**config.mk**
```make
export PLATFORM = sky130hd
export DESIGN_NAME = mux2_arbiter
export DESIGN_NICKNAME = d
export VERILOG_FILES = /design/src/rtl/mux_arb_pkg.sv /design/src/rtl/mux2x1.sv /design/src/rtl/mux2_arbiter.sv
export SDC_FILE = /design/constraint.sdc
export NUM_CORES = 1
export LEC_CHECK = 0
export CORE_MARGIN = 2
export CORE_UTILIZATION = 41
export CTS_CLUSTER_SIZE = 25
export DETAILED_ROUTE_END_ITERATION = 10
export GPL_ROUTABILITY_DRIVEN = 0
export HOLD_SLACK_MARGIN = 0.03
export PLACE_DENSITY_LB_ADDON = 0.08
export SETUP_SLACK_MARGIN = 0.02
export SYNTH_ARGS = -nofsm -noshare
export SYNTH_HDL_FRONTEND = slang
export SYNTH_SLANG_ARGS = --single-unit
```
**constraint.sdc**
```tcl
create_clock -name clk -period 2.4 [get_ports clk]
set_input_delay 0.48 -clock clk [delete_from_list [all_inputs] [get_ports clk]]
set_output_delay 0.48 -clock clk [all_outputs]
set_load 0.005 [all_outputs]
```
**src/rtl/mux_arb_pkg.sv**
```systemverilog
// Shared definitions for the two-requester mux arbiter: FSM encoding and
// hold-counter width.
package mux_arb_pkg;
  localparam int CNT_W = 4;

  typedef enum logic [1:0] {
    IDLE = 2'b00,
    GNT0 = 2'b01,
    GNT1 = 2'b10
  } state_e;
endpackage

```
**src/rtl/mux2x1.sv**
```systemverilog
// One-bit 2:1 mux leg; the arbiter replicates it across the data width.
module mux2x1 (
  output logic y,
  input  logic in1,
  input  logic in0,
  input  logic sel
);
  assign y = sel ? in1 : in0;
endmodule

```
**src/rtl/mux2_arbiter.sv**
```systemverilog
// Two-requester arbiter with bounded hold time, registered grants, and a
// registered shared data path steered by the current grant.
module mux2_arbiter
  import mux_arb_pkg::*;
#(
  parameter int WIDTH    = 8,
  parameter int MAX_HOLD = 4
) (
  input  logic             clk,
  input  logic             rst_n,
  input  logic             req0,
  input  logic             req1,
  input  logic [WIDTH-1:0] din0,
  input  logic [WIDTH-1:0] din1,
  output logic             gnt0,
  output logic             gnt1,
  output logic             sel,
  output logic [WIDTH-1:0] dout,
  output logic             dout_valid
);
  localparam logic [CNT_W-1:0] HOLD_MAX = CNT_W'(MAX_HOLD);

  state_e             state_q, state_d;
  logic [CNT_W-1:0]   cnt_q, cnt_d;
  logic               ptr_q, ptr_d;
  logic               gnt0_q, gnt1_q, sel_q, vld_q;
  logic               sel_d, vld_d;
  logic [WIDTH-1:0]   dout_q, mux_y;

  always_comb begin
    state_d = state_q;
    cnt_d   = cnt_q;
    ptr_d   = ptr_q;
    case (state_q)
      // ptr_q=1 means requester 1 was served last, so a tie goes to 0
      IDLE: begin
        if (req0 && (!req1 || ptr_q)) state_d = GNT0;
        else if (req1)                state_d = GNT1;
      end
      GNT0: begin
        if (req0) begin
          if (cnt_q == HOLD_MAX && req1) state_d = GNT1;
        end else if (req1) state_d = GNT1;
        else               state_d = IDLE;
      end
      GNT1: begin
        if (req1) begin
          if (cnt_q == HOLD_MAX && req0) state_d = GNT0;
        end else if (req0) state_d = GNT0;
        else               state_d = IDLE;
      end
      default: state_d = IDLE;
    endcase

    if (state_d != state_q) begin
      cnt_d = (state_d == IDLE) ? '0 : CNT_W'(1);
      if (state_d == GNT0) ptr_d = 1'b0;
      if (state_d == GNT1) ptr_d = 1'b1;
    end else if (state_q != IDLE) begin
      cnt_d = (cnt_q == HOLD_MAX) ? CNT_W'(1) : cnt_q + CNT_W'(1);
    end

    sel_d = (state_d == GNT1) ? 1'b1 : (state_d == GNT0) ? 1'b0 : sel_q;
    vld_d = (gnt0_q & req0) | (gnt1_q & req1);
  end

  for (genvar i = 0; i < WIDTH; i++) begin : g_mux
    mux2x1 u_mux (
      .y   (mux_y[i]),
      .in1 (din1[i]),
      .in0 (din0[i]),
      .sel (gnt1_q)
    );
  end

  always_ff @(posedge clk or negedge rst_n) begin
    if (!rst_n) begin
      state_q <= IDLE;
      cnt_q   <= '0;
      ptr_q   <= 1'b1;
      gnt0_q  <= 1'b0;
      gnt1_q  <= 1'b0;
      sel_q   <= 1'b0;
      vld_q   <= 1'b0;
      dout_q  <= '0;
    end else begin
      state_q <= state_d;
      cnt_q   <= cnt_d;
      ptr_q   <= ptr_d;
      gnt0_q  <= (state_d == GNT0);
      gnt1_q  <= (state_d == GNT1);
      sel_q   <= sel_d;
      vld_q   <= vld_d;
      if (vld_d) dout_q <= mux_y;
    end
  end

  assign gnt0       = gnt0_q;
  assign gnt1       = gnt1_q;
  assign sel        = sel_q;
  assign dout       = dout_q;
  assign dout_valid = vld_q;
endmodule

```
Word-level counts from Yosys, hierarchy flattened
Cells that the tools add are included.

cells by class
  $mul = 0
  reduce and logical (&&, ||, !) cells = 11
  $add $sub $neg = 1
  shift operators = 0
  order comparisons = 0
  div/mod/pow operators = 0
  bitwise operators = 3
  multiplexer cells = 23
  equal/unequal tests = 6

operator list
  cell                   count
  $mux W2                7
  $mux W1                12
  $mux W4                3
  $pmux W2 S3            1
  $reduce_bool A2 Y1     3
  $add A4 B1 Y4 const B  1
  $eq A2 B1 Y1 const B   2
  $eq A2 B2 Y1 const B   2
  $eq A4 B3 Y1 const B   1
  $logic_not A2 Y1       2
  $logic_and A1 B1 Y1    3
  $and A1 B1 Y1          2
  $ne A2 B2 Y1           1
  $reduce_and A2 Y1      1
  $logic_not A1 Y1       1
  $logic_or A1 B1 Y1     1
  $or A1 B1 Y1           1

word-level totals
  memory bits (writable) = 0
  bits in read-only memories = 0
  memories = 0
  input bits = 20
  latch bits = 0
  flip-flop bits (word level) = 19
  logic and storage cells = 52

Longest topological paths before layout
Gate-level depths: netlist of run 1.

  word-level depth = 8
  mapped depth = 9
  gate-level depth less buffers = 9

Hierarchy
Synthesis of run 1 repeated with hierarchy kept, for this count alone.

unflattened totals
  cell total of the unflattened synthesis = 88
  area, all modules = 1098.6 um^2

modules (own cells, without submodules)
  module        instances  cells each  area each (um^2)
  mux2_arbiter  1          80          978.4
  mux2x1        8          1           15.0

Worst setup path before layout of run 1
OpenSTA, ideal clock, no wires.

  path kind = reg-to-reg
  from = reg cnt_q[0]
  to = reg cnt_q[0]
  library setup time = 0.120 ns
  slack = 0.094 ns
  clock period less this slack = 2.306 ns
  data arrival time = 2.186 ns
  cell stages (with the launch flop) = 9
  path buffers = 0
  path through = dfrtp_1 > inv_1 > ha_1 > and3b_2 > nor3_1 > o311ai_0 > ha_1 > or4b_1 > and3_1

between the ends
  cells in the longest elaborated chain, start to end = 8

RTL lines
  item                                    RTL line                                                    text
  start, declared                         mux2_arbiter.sv:24                                          logic [CNT_W-1:0] cnt_q, cnt_d;
  start signal, assigned                  mux2_arbiter.sv:88                                          cnt_q <= cnt_d;
  $eq A4 B3 Y1                            mux2_arbiter.sv:42, mux2_arbiter.sv:48, mux2_arbiter.sv:60
  $logic_and A1 B1 Y1 (on tied branches)  mux2_arbiter.sv:48, mux2_arbiter.sv:42
  $mux W2 (on tied branches)              mux2_arbiter.sv:48, mux2_arbiter.sv:42
  $mux W2 (on tied branches)              mux2_arbiter.sv:47, mux2_arbiter.sv:41
  $pmux W2 S3                             mux2_arbiter.sv:34                                          case (state_q)
  $logic_not A2 Y1                        mux2_arbiter.sv:56                                          cnt_d = (state_d == IDLE) ? '0 : CNT_W'(1);
  $mux W1                                 mux2_arbiter.sv:56
  $mux W4                                 mux2_arbiter.sv:55                                          if (state_d != state_q) begin

Several ways; a longest one is shown, not always the timed one. The select of a mux whose other input is x is not followed.
A chain may end at the register's enable or synchronous reset.

Worst setup path after layout of run 1
  from = reg cnt_q[0]
  to = reg ptr_q

between the ends
  cells in the longest elaborated chain, start to end = 8

RTL lines
  item                                                 RTL line                                text
  $eq A4 B3 Y1 (*)                                     mux2_arbiter.sv:42, mux2_arbiter.sv:48
  $logic_and A1 B1 Y1 (on tied branches)               mux2_arbiter.sv:48, mux2_arbiter.sv:42
  $mux W2 (on tied branches)                           mux2_arbiter.sv:48, mux2_arbiter.sv:42
  $mux W2 (on tied branches)                           mux2_arbiter.sv:47, mux2_arbiter.sv:41
  $pmux W2 S3 (*)                                      mux2_arbiter.sv:34
  $eq A2 B1 Y1 / $eq A2 B2 Y1 (equally long branches)  mux2_arbiter.sv:57, mux2_arbiter.sv:58
  $reduce_bool A2 Y1 (no line)                         n/a
  $reduce_and A2 Y1 (no line)                          n/a
  end signal, assigned                                 mux2_arbiter.sv:89                      ptr_q <= ptr_d;
  end, declared                                        mux2_arbiter.sv:25                      logic ptr_q, ptr_d;

Mark *: on every way between the ends. The rest lies on a longest branch, timed or not.

==> results of run 1 <==
-- through the flow --
step	instance area, µm²	total power [mW]	setup slack [ns]
final	1460	1.30	0.143
after global routing	1460	1.41	0.0215
after CTS	1440	1.31	0.0420
after detailed placement	1420	1.15	-0.100
after global placement	1420	1.12	0.0206
after floorplan	1010	0.820	0.0941
-- metal layers --
layer,part of all wire [%],vias up
li1,-,441
met1,42,412
met2,52,16
met3,4.7,2
met4,0.88,0
met5,0,-
-- registers in the layout, summed over array words and instances, names as in the netlist --
signal      count
state_q         2
cnt_q           4
sel             1
gnt0            1
dout            8
gnt1            1
ptr_q           1
dout_valid      1
-- synthesized netlist by cell type (all sizes together) (4+ instances only) --
cell    n  share of area (%)
ha      5                6.2
o21ai  11                5.4
dfrtp  18                 44
mux2i   8                7.9
nor3    4                2.0
nand2  16                5.9
inv     7                2.6
-- cell type report --
cell class	instances	area share, %
Tap cell	30	2.58
Timing Repair Buffer	41	26.4
Sequential cell	19	32.7
Clock buffer	4	1.80
Multi-Input combinational cell	71	34.7
Inverter	7	1.80
-- tightest hold or removal path, cell delays in order (launching register included) --
cell	delay, ns
dfrtp_1	0.35
nand2_1	0.05
o21ai_0	0.06
-- kinds of logic after synthesis --
| logic type | after synthesis | share of synthesized area (%) |
|---|---|---|
| muxes | 10 | 10.1 |
| AOI/OAI and AO/OA | 22 | 14.1 |
| and+or+nand+nor | 34 | 18.9 |
| adders and majority gates | 5 | 6.17 |
| buffers and inverters | 10 | 3.82 |
| DFF | 19 | 47.0 |
-- what timing repair did --
item,4_1_cts,5_1_grt
resized for setup,1,1
pin swaps,0,0
hold buffers,0,0
setup buffers,0,1
gates cloned,0,0
endpoints found under the setup margin,2,1
-- power breakdown --
group | total, mW | switching, mW | leakage, nW | internal, mW
Sequential | 0.533 | 0.0860 | 0.238 | 0.447
Clock | 0.153 | 0.0888 | 0.0150 | 0.0646
Combinational | 0.615 | 0.246 | 0.398 | 0.369
-- worst max-delay path by stage --
stage | end | depth (start not counted) | startpoint | slack (ns)
3_5_place_dp | ptr_q | 6 | req0 | -0.10
6_report | ptr_q | 9 | cnt_q[0] | 0.14
4_1_cts | ptr_q | 9 | cnt_q[1] | 0.04
2_1_floorplan | cnt_q[0] | 8 | cnt_q[0] | 0.09
3_3_place_gp | cnt_q[0] | 6 | req0 | 0.02
5_1_grt | ptr_q | 9 | cnt_q[0] | 0.02
==> impl_metrics.csv, run 1 <==
group,metric,value,unit
synth,yosysWarnings,0,
clock_tree,cts.sinks,19,
worst_setup_path,cp_num_buf_inv,1,
detailed_routing,drt_pass1_iterations,3,
sta,hold_ws,0.487,ns
worst_setup_path,critical_path_required,2.63,ns
cells_and_area,layout_common_cells,"clkdlybuf4s50_1, dfrtp_1, nand2_1",
worst_setup_path,cp_data_arrival_time,2.48,ns
floorplanning,core-area,2410,µm²
pwr,p_leak,0.651,nW
worst_setup_path,r2r_end,"ptr_q",
synth,syn_area,1010,µm²
clock_tree,cts_tree,"yes",
synth,synth_seq_cells,19,
synth,syn_area_per_cell,10.1,µm²
grt,grt_use_met3,5.83,%
pwr,irDropWorstVdd,0.000630,V
detailed_routing,avgViaCountPerCell,5.06,
placement,placedCellCount,167,
synth,synth_edf_count,0,
sta,grt_setup_unrepaired,"no",
cells_and_area,final_nets,168,
synth,synthArstFlopShare,100,%
grt,grt_max_degree,20,
sta,min_period_over_period,94.1,%
synth,synthFlopType,"dfrtp_1",
sta,skew,0.00175,ns
cells_and_area,seq_area,477,µm²
sta,timing.fmax,0.443,GHz
grt,groute.layer.met2.usage,31.3,%
detailed_routing,wl_per_cell,12.5,µm
clock_tree,cts_buffer_depth,2,
grt,grt_util_met1,20.4,%
placement,portBuffers,31,
sta,fin_tns_setup,0,ns
worst_setup_path,cpPeakStageDelay,0.36,ns
worst_setup_path,crit_fanout,3,
synth,yosysSeqAreaShare,47.0,%
cells_and_area,drive_gt1_share,16.2,%
floorplanning,initial_core_util,42.1,%
placement,dp_hpwl,1.69,mm
grt,grtUsageTotal,17.8,%
sta,min_period,2.26,ns
cells_and_area,n_antenna_cell,0,
detailed_routing,ant_nets,0,
sta,slew_violations,0,
detailed_routing,drc,0,
cells_and_area,layout_commonest_cell,"clkdlybuf4s50_1",
detailed_routing,dr.first_iter.drc_count,9,
synth,yosysUniqueCellTypes,31,
cells_and_area,areaGrowthSynthToFinish,43.7,%
hold_path,min_from,"dout[1]",
floorplanning,die_height,53.8,µm
cells_and_area,multi_input_area,505,µm²
synth,synth_cells,100,
hold_path,hold_depth,2,
worst_setup_path,path_common_cell,"ha_1",
clock_tree,cts.clk_slew.worst_paths,0.10,ns
sta,finalHoldViolCount,0,
floorplanning,dieArea,2890,µm²
floorplanning,die_w,53.8,µm
worst_setup_path,cpLargestDelayFamily,"simple AND/OR/NAND/NOR gates",
clock_tree,clkLatencyLatePin,0.29,ns
clock_tree,htree_levels,1,
run,drv_cap,0,
sta,slew_headroom,65.3,%
pwr,power_density,893,nW/µm²
grt,top_usage_layer,"met2",
sta,worst_slew_pin_slew,0.520,ns
detailed_routing,routed_wl,2.15,mm
worst_setup_path,r2r_cells,9,
worst_setup_path,worstPathCellList,"inv_1, ha_1, and3b_2, a21o_2, nand2_1, nand3_1, ha_1, nor4b_2, mux2_2",
worst_setup_path,r2r_slack,0.14,ns
cells_and_area,num-fill-cells,202,
sta,finalSetupViolCount,0,
worst_setup_path,path_class,"reg2reg",
worst_setup_path,crit_path_end_kind,"flop",
hold_path,hold_end,"dout[1]",
worst_setup_path,cp-start-kind,"flop",
grt,grt-ovfl-total,0,
worst_setup_path,r2r_start,"cnt_q[0]",
grt,antenna_found_initial,0,
synth,syn-num-nets,125,
grt,grt_pass1_vias,865,
outcome,outcome,"completed",
clock_tree,cts_buffers,3,
floorplanning,rows,18,
grt,grt_pass1_wl,3.66,mm
hold_path,hold_class,"reg2reg",
worst_setup_path,slowest_stage,"dfrtp_1",
clock_tree,cts-root-buf,"clkbuf_4",
cells_and_area,stdcell_count,172,
floorplanning,io_pins,32,
detailed_routing,via_count,871,
cells_and_area,final_util,60.5,%
No activity file was read; power rests on OpenSTA's default activity.
==> run 2, diff against run 1 <==
GPL_TIMING_DRIVEN = 0   (was not set)
==> run 2 against run 1 <==
Net effect: combinational power grew 3.4%; final area is essentially flat; via count grew 0.23%; non-clock buffer count shrank 6; die area is the same; sequential power shrank 2%; sequential share of layout area is essentially flat; critical endpoint is now cnt_q[0]; first-iteration DRC count grew 67%.
==> impl_metrics.csv, run 2 (same netlist as run 1, synthesis figures left out) <==
group,metric,value,unit
floorplanning,die_w,53.8,µm
grt,grt_pass1_vias,861,
detailed_routing,ant_nets,0,
floorplanning,die_height,53.8,µm
detailed_routing,via_count,873,
sta,timing.fmax,0.437,GHz
outcome,outcome,"completed",
clock_tree,cts_buffers,3,
cells_and_area,areaGrowthSynthToFinish,43.8,%
floorplanning,initial_core_util,42.1,%
cells_and_area,n_antenna_cell,0,
sta,finalHoldViolCount,0,
hold_path,min_from,"dout[2]",
hold_path,hold_class,"reg2reg",
cells_and_area,largest_reg_flops,8,
detailed_routing,avgViaCountPerCell,5.26,
grt,grtUsageTotal,18.1,%
cells_and_area,final_nets,162,
clock_tree,cts_tree,"yes",
cells_and_area,layout_commonest_cell,"clkdlybuf4s50_1",
grt,grt_max_degree,20,
cells_and_area,layout_common_cells,"clkdlybuf4s50_1, dfrtp_1, nand2_1",
sta,skew,0.00769,ns
detailed_routing,drt_pass1_iterations,4,
placement,portBuffers,31,
worst_setup_path,crit_path_end_kind,"flop",
sta,finalSetupViolCount,0,
cells_and_area,final_util,60.5,%
clock_tree,clkLatencyLatePin,0.29,ns
pwr,p_leak,0.626,nW
placement,place_area,1360,µm²
cells_and_area,drive_gt1_share,15.4,%
sta,fin_tns_setup,0,ns
sta,worst_slack,0.113,ns
sta,hold_ws,0.490,ns
floorplanning,dieArea,2890,µm²
detailed_routing,drc,0,
cells_and_area,multi_input_area,562,µm²
cells_and_area,stdcell_count,166,
worst_setup_path,cp_data_arrival_time,2.48,ns
grt,antenna_found_initial,0,
sta,worst_slew_pin_slew,0.878,ns
grt,grt_pass1_wl,3.73,mm
worst_setup_path,crit_fanout,7,
sta,min_period,2.29,ns
clock_tree,cts.clk_slew.worst_paths,0.11,ns
worst_setup_path,cp-start-kind,"primary input",
clock_tree,cts.sinks,19,
placement,dp_hpwl,1.66,mm
detailed_routing,wl_per_cell,13.3,µm
sta,grt_setup_unrepaired,"yes",
sta,slew_violations,0,
pwr,power,1.32,mW
cells_and_area,num-fill-cells,202,
floorplanning,rows,18,
run,drv_cap,0,
worst_setup_path,path_class,"in2reg",
sta,slew_headroom,41.3,%
detailed_routing,dr.first_iter.drc_count,15,
sta,min_period_over_period,95.3,%
clock_tree,htree_levels,1,
floorplanning,core-area,2410,µm²
placement,pre_cts_ws,-0.540,ns
pwr,irDropWorstVdd,0.000591,V
worst_setup_path,r2r_start,"cnt_q[1]",
clock_tree,cts-root-buf,"clkbuf_4",
clock_tree,postCtsHoldBufs,0,
clock_tree,cts_buffer_depth,2,
grt,grt-ovfl-total,0,
worst_setup_path,crit_start,"req0",
cells_and_area,fin_area,1460,µm²
pwr,power_density,902,nW/µm²
detailed_routing,routed_wl,2.21,mm
floorplanning,io_pins,32,
placement,placedCellCount,161,
cells_and_area,seq_area,477,µm²
worst_setup_path,critical_path_required,2.59,ns
[run 2: changes by cell type in the layout (fill, tap and decap cells not counted), sizes merged]
cell / delta
buf: -8
clkbuf: +2
[run 2: critical path, stage by stage]
cell	delay, ns
clkdlybuf4s50_1	0.68
inv_1	0.13
o311ai_4	0.40
ha_4	0.18
or4b_1	0.41
and3_1	0.19
[run 2: path summary, 6_finish.rpt]
path / endpoint / slack, ns / cells after the start
hold reg to reg: dout[2] / 0.49 / 2
min in group asynchronous: dout[1] / 0.68 / 1
setup reg to reg: ptr_q / 0.13 / 9
hold / removal: dout[2] / 0.49 / 2
max in group asynchronous: state_q[0] / 1.18 / 1
setup / recovery: cnt_q[0] / 0.11 / 6
[run 2: layout make-up]
type / count / share of cell area (%)
timing repair buffer: 32 / 21.8
tap: 30 / 2.57
multi-input combinational: 71 / 38.5
clock buffer: 4 / 1.80
buffer: 3 / 0.858
sequential: 19 / 32.7
inverter: 7 / 1.80
[run 2: repair_timing]
item | in CTS | in global routing
resized for setup | 3 | 7
setup endpoints to repair | 3 | 2
buffers inserted | 1 | 0
pin swaps | 0 | 1
[run 2: where the power goes]
part           leakage [nW]  switching (mW)  internal [mW]
registers             0.238          0.0767          0.447
logic                 0.373           0.272          0.363
clock network        0.0150          0.0918         0.0646
[run 2: layer usage]
metal	part of all wire, %	GRT usage, %	up-vias
met5	0	0	-
met4	0.86	5.13	0
met3	3.9	5.56	2
met2	51	30.9	15
met1	44	21.8	429
li1	-	-	427
==> run 3, diff against run 2 <==
TNS_END_PERCENT = 1   (was not set)
==> results of run 3 <==
Same layout as run 2: the final DEF is identical, and so are final timing and power.
